--- config.mk ---
export PLATFORM = sky130hd
export DESIGN_NAME = multdiv_sequencer
export DESIGN_NICKNAME = d
export VERILOG_FILES = /design/src/rtl/multdiv_pkg.sv /design/src/rtl/latency_counter.sv /design/src/rtl/multdiv_sequencer.sv
export SDC_FILE = /design/constraint.sdc
export NUM_CORES = 1
export LEC_CHECK = 0
export ABC_AREA = 1
export ABC_CLOCK_PERIOD_IN_PS = 2900
export CAP_MARGIN = 25
export CELL_PAD_IN_SITES_DETAIL_PLACEMENT = 0
export CELL_PAD_IN_SITES_GLOBAL_PLACEMENT = 1
export CORE_UTILIZATION = 38
export DETAILED_ROUTE_END_ITERATION = 10
export DONT_BUFFER_PORTS = 1
export GPL_ROUTABILITY_DRIVEN = 0
export PLACE_DENSITY = 0.68
export REMOVE_ABC_BUFFERS = 1
export SLEW_MARGIN = 20
export SYNTH_ARGS = -nofsm -noshare
export SYNTH_HDL_FRONTEND = slang
export SYNTH_HIERARCHICAL = 1
export SYNTH_SLANG_ARGS = --single-unit
--- constraint.sdc ---
create_clock -name clk -period 2.9 [get_ports clk]
set_input_delay 0.435 -clock clk [delete_from_list [all_inputs] [get_ports clk]]
set_output_delay 0.435 -clock clk [all_outputs]
set_load 0.01 [all_outputs]
--- src/rtl/multdiv_pkg.sv ---
// Shared constants for the multiply/divide sequencer: state encoding,
// HI/LO source select values and default unit latencies.
package multdiv_pkg;

    localparam int DEFAULT_MULT_LAT = 32;
    localparam int DEFAULT_DIV_LAT  = 32;
    localparam int DEFAULT_CNT_W    = 6;

    localparam logic SEL_MULT = 1'b0;
    localparam logic SEL_DIV  = 1'b1;

    typedef logic [2:0] state_t;

    localparam state_t S_IDLE  = 3'd0;
    localparam state_t S_LOAD  = 3'd1;
    localparam state_t S_START = 3'd2;
    localparam state_t S_RUN   = 3'd3;
    localparam state_t S_WB    = 3'd4;
    localparam state_t S_ERR   = 3'd5;

endpackage

--- src/rtl/latency_counter.sv ---
// Loadable down-counter with a zero flag; counts out the fixed latency
// of the multiply or divide unit.
module latency_counter #(
    parameter int CNT_W = 6
) (
    input  logic             clk,
    input  logic             reset,
    input  logic             load_i,
    input  logic [CNT_W-1:0] load_val_i,
    input  logic             dec_i,
    output logic             zero_o
);

    logic [CNT_W-1:0] count_q;
    logic [CNT_W-1:0] count_d;

    // A load wins over a decrement; the counter saturates at zero.
    always_comb begin
        count_d = count_q;
        if (load_i) begin
            count_d = load_val_i;
        end else if (dec_i && (count_q != '0)) begin
            count_d = count_q - 1'b1;
        end
    end

    always_ff @(posedge clk or posedge reset) begin
        if (reset) begin
            count_q <= '0;
        end else begin
            count_q <= count_d;
        end
    end

    assign zero_o = (count_q == '0);

endmodule

--- src/rtl/multdiv_sequencer.sv ---
// Sequences MULT/MULTU/DIV/DIVU on the shared mult/div units: loads the aux
// operand registers, pulses the unit start, waits its latency, writes HI/LO.
module multdiv_sequencer
    import multdiv_pkg::*;
#(
    parameter int MULT_LAT = DEFAULT_MULT_LAT,
    parameter int DIV_LAT  = DEFAULT_DIV_LAT,
    parameter int CNT_W    = DEFAULT_CNT_W
) (
    input  logic clk,
    input  logic reset,
    input  logic req_mult,
    input  logic req_div,
    input  logic hilo_read,
    input  logic div_by_zero,
    output logic aux_a_en,
    output logic aux_b_en,
    output logic mult_op,
    output logic div_op,
    output logic multdiv_sel,
    output logic hilo_we,
    output logic busy,
    output logic stall,
    output logic done,
    output logic div_zero_exc
);

    localparam logic [CNT_W-1:0] MULT_LOAD = CNT_W'(MULT_LAT - 1);
    localparam logic [CNT_W-1:0] DIV_LOAD  = CNT_W'(DIV_LAT - 1);

    state_t           state_q;
    state_t           state_d;
    logic             op_is_div_q;
    logic             op_is_div_d;
    logic             cnt_load;
    logic             cnt_dec;
    logic             cnt_zero;
    logic [CNT_W-1:0] cnt_load_val;

    // RUN lasts exactly LAT cycles because the counter starts at LAT-1.
    assign cnt_load_val = op_is_div_q ? DIV_LOAD : MULT_LOAD;

    latency_counter #(
        .CNT_W (CNT_W)
    ) u_latency_counter (
        .clk        (clk),
        .reset      (reset),
        .load_i     (cnt_load),
        .load_val_i (cnt_load_val),
        .dec_i      (cnt_dec),
        .zero_o     (cnt_zero)
    );

    // Multiply wins when both requests arrive together; a zero divisor
    // aborts a divide ahead of the latency count finishing.
    always_comb begin
        state_d     = state_q;
        op_is_div_d = op_is_div_q;
        cnt_load    = 1'b0;
        cnt_dec     = 1'b0;
        case (state_q)
            S_IDLE: begin
                if (req_mult || req_div) begin
                    state_d     = S_LOAD;
                    op_is_div_d = req_div && !req_mult;
                end
            end
            S_LOAD: begin
                state_d = S_START;
            end
            S_START: begin
                cnt_load = 1'b1;
                state_d  = S_RUN;
            end
            S_RUN: begin
                if (op_is_div_q && div_by_zero) begin
                    state_d = S_ERR;
                end else if (cnt_zero) begin
                    state_d = S_WB;
                end else begin
                    cnt_dec = 1'b1;
                end
            end
            S_WB: begin
                state_d = S_IDLE;
            end
            S_ERR: begin
                state_d = S_IDLE;
            end
            default: begin
                state_d = S_IDLE;
            end
        endcase
    end

    always_ff @(posedge clk or posedge reset) begin
        if (reset) begin
            state_q     <= S_IDLE;
            op_is_div_q <= 1'b0;
        end else begin
            state_q     <= state_d;
            op_is_div_q <= op_is_div_d;
        end
    end

    // Everything except stall decodes the state register only.
    assign busy         = (state_q != S_IDLE);
    assign aux_a_en     = (state_q == S_LOAD);
    assign aux_b_en     = (state_q == S_LOAD);
    assign mult_op      = (state_q == S_START) && !op_is_div_q;
    assign div_op       = (state_q == S_START) && op_is_div_q;
    assign hilo_we      = (state_q == S_WB);
    assign done         = (state_q == S_WB);
    assign div_zero_exc = (state_q == S_ERR);
    assign multdiv_sel  = (busy && op_is_div_q) ? SEL_DIV : SEL_MULT;

    // WB cycle is excluded from busy-stall on reads: the write lands at its
    // end, so the control unit simply reads one cycle later.
    assign stall = busy && (state_q != S_WB || req_mult || req_div)
                        && (hilo_read || req_mult || req_div);

endmodule

==> key figures <==
Status
  • Status: completed

Clock tree
  • Clock latency on the worst-skew pair: 0.27 ns
  • Clock root cell: clkbuf_4
  • Reg clk slew, reported paths: 0.07 ns
  • CTS tree: done
  • CTS resizes: 0
  • Setup bufs post-CTS: 0
  • CTS Buffer Depth: 2
  • Htree depth: 1
  • Number of buffers created by CTS: 3
  • Clock sink count: 10

Route
  • Top layer in use: met3
  • Router iterations before antenna repair: 4
  • Detail Route Antenna Nets: 0
  • Vias per inst: approximately 4.4
  • Met1 wire length: 812 µm
  • Remaining DRCs: 0
  • Routed length per instance: 10.57 µm
  • Violation count after the first detailed-route iteration: 8
  • Total vias in the final route: ~600
  • Routed wl met2: 577 µm
  • Met3 wire len: approximately 68 µm
  • Post-Route WL: 1.458 mm

Run
  • Max-cap violations: 0

Yosys
  • Yosys reg bits: 10
  • Syn Inst Count: 107
  • Mapped cell area: 762.0 µm²
  • Register area share after synthesis: 32.84%
  • Synth Area per Inst: 7.121 µm²
  • Synth warn: 6
  • Count of cell types in the netlist: 24

GRT
  • Gr usage total: 14.90%
  • First-pass GRT wire length: around 2.3 mm
  • Initial antenna violation count: 0
  • Vias in the first global route: about 510
  • Largest net degree at the start of global routing: 11
  • Total global routing overflow: 0

Timing
  • Period utilisation layout: 61.49%
  • Worst slew pin tran: 0.6711 ns
  • Setup TNS Final: 0 ns
  • RSZ-0062 raised after global routing: no
  • Max-slew violation count: 0
  • Tmin final: 1.783 ns
  • Slew Limit Headroom: 54.92%
  • Layout Skew: approximately 0.0052 ns
  • Fmax: 560.8 MHz
  • Final Hold Vio Count: 0
  • Final setup fails: 0

Critical path
  • Worst EP required: 2.47 ns
  • CP startpoint kind: flip-flop
  • Worst EP arrival: 1.35 ns
  • CP max FO: 5
  • CP Class: flip-flop to primary output
  • CP Capture Type: primary output

Final layout
  • Area of the multi-input gates: 439.2 µm²
  • Post-route cell area: 834.6 µm²
  • Antenna diodes: 0
  • Fin util: 46.32%
  • Most common cell after layout, fill and taps aside: nand2_1
  • Filler cells: between 200 and 250
  • Share of layout cells above drive strength 1: 17.70%
  • Layout net count: between 100 and 150
  • Area grow syn2layout: 9.524%
  • Commonest non-fill, non-tap cells in the layout: 25 x nand2_1, 17 x inv_1, 14 x nor2_1
  • FF/Latch Area: 250.2 µm²
  • Layout Cells excl Fill: 138

Worst hold path
  • Hold Path Class: input port to flip-flop

Floorplan
  • Core area: between 1500 and 2000 µm²
  • Die Ht: 46.78 µm
  • Std-Cell Rows: 15
  • Io pins: 16
  • Initial Util: between 40% and 50%
  • Die ar.: 2188 µm²
  • Die width: 46.78 µm

Power
  • PwrDens: roughly 1200 nW/µm²
  • P_leak: 0.0004598 µW
  • Reg power frac: 29.1%
  • P_int: about 500 µW
  • Clock power share: about an eighth
  • Max IR drop VDD: 0.5142 mV
  • NetSw: 515.9 µW
  • Combinational power share: between 50 and 60%
  • Net Sw Frac: 50.63%

Placed design
  • Dpl cells: approximately 130
  • DP Area: 788.3 µm²
  • Port Buffers: 0
  • Dpl hpwl: 1.182 mm
routing by layer:
layer  GRT usage, %  vias to the layer above
met2          19.17                       15
li1               -                      330
met1          23.42                      260
met5              0                        -
met3          6.154                        0
met4          1.714                        0
cell usage after synthesis, drive strengths merged:
| library cell | count | share of area [%] |
|---|---|---|
| o21ai | 6 | 4.9 |
| a21oi | 2 | 1.3 |
| or2 | 1 | 0.82 |
| nand4 | 1 | 0.82 |
| ha | 2 | 3.3 |
| nor2 | 18 | 11 |
| nand2 | 28 | 16 |
| xnor2 | 2 | 2.3 |
| dfrtp | 10 | 33 |
| inv | 18 | 8.9 |
| buf | 3 | 2.6 |
| xor2 | 1 | 1.1 |
| nor3 | 1 | 0.66 |
| conb | 2 | 0.99 |
| nand3 | 12 | 12 |
registers in the layout (all words and copies together), names as in the netlist:
name                       cells
op_is_div_q                    1
state_q                        3
u_latency_counter/count_q      6
area by class of cell:
cell class / count / share of cell area [%]
inverter: 18 / 8.096
tap: 25 / 3.748
clock buffer: 4 / 4.348
sequential: 10 / 29.99
timing repair buffer: 1 / 1.199
multi-input combinational: 80 / 52.62
final timing paths:
| path | startpoint | endpoint | slack [ns] | depth (start not counted) |
|---|---|---|---|---|
| min in group asynchronous | reset | state_q[2] | 0.53 | 2 |
| min reg2reg | u_latency_counter/count_q[0] | u_latency_counter/count_q[0] | 0.58 | 3 |
| max | state_q[2] | done | 1.12 | 2 |
| max in group asynchronous | reset | u_latency_counter/count_q[1] | 2.13 | 2 |
| max reg2reg | u_latency_counter/count_q[0] | u_latency_counter/count_q[2] | 1.34 | 11 |
| min | req_div | op_is_div_q | 0.31 | 2 |
worst max-delay path, cell delays in order, from the launching register on:
cell and delay [ns]:
dfrtp_1 0.42, inv_1 0.12, nor3_1 0.54
repair_timing:
action | 4_1_cts | 5_1_grt
hold buffers | 1 | 0
setup endpoints to repair | 0 | 0
endpoints found under the hold margin | 10 | 0
power groups by stage:
stage          Clock (µW)  Combinational (µW)  Sequential [µW]
3_5_place_dp            0                 600              300
6_report              127                 595              297
5_1_grt               143                 674              308
4_1_cts               135                 604              297
2_1_floorplan           0                 515              278
3_3_place_gp            0                 601              301
stage by stage:
step / total power (µW) / hold WS [ns] / setup WS, ns
after floorplan: 793.5 / 0.2011 / 1.489
after global placement: 902.0 / 0.2331 / 1.326
after detailed placement: 899.5 / 0.2400 / 1.318
after CTS: 1036 / 0.2982 / 1.105
after global routing: 1125 / 0.2948 / 0.9857
final: 1019 / 0.3078 / 1.117
kinds of logic (layout without fill, tap and decap cells):
kind of cell | after synthesis | count (layout) | share of synthesized area, %
compound gates | 8 | 8 | 6.239
xor+xnor | 3 | 3 | 3.449
fa+ha+maj | 2 | 2 | 3.284
buf+inv | 21 | 23 | 11.49
flops | 10 | 10 | 32.84
other cells | 2 | 6 | 0.9856
simple gates | 61 | 61 | 41.71
No activity file was read; power rests on OpenSTA's default activity.
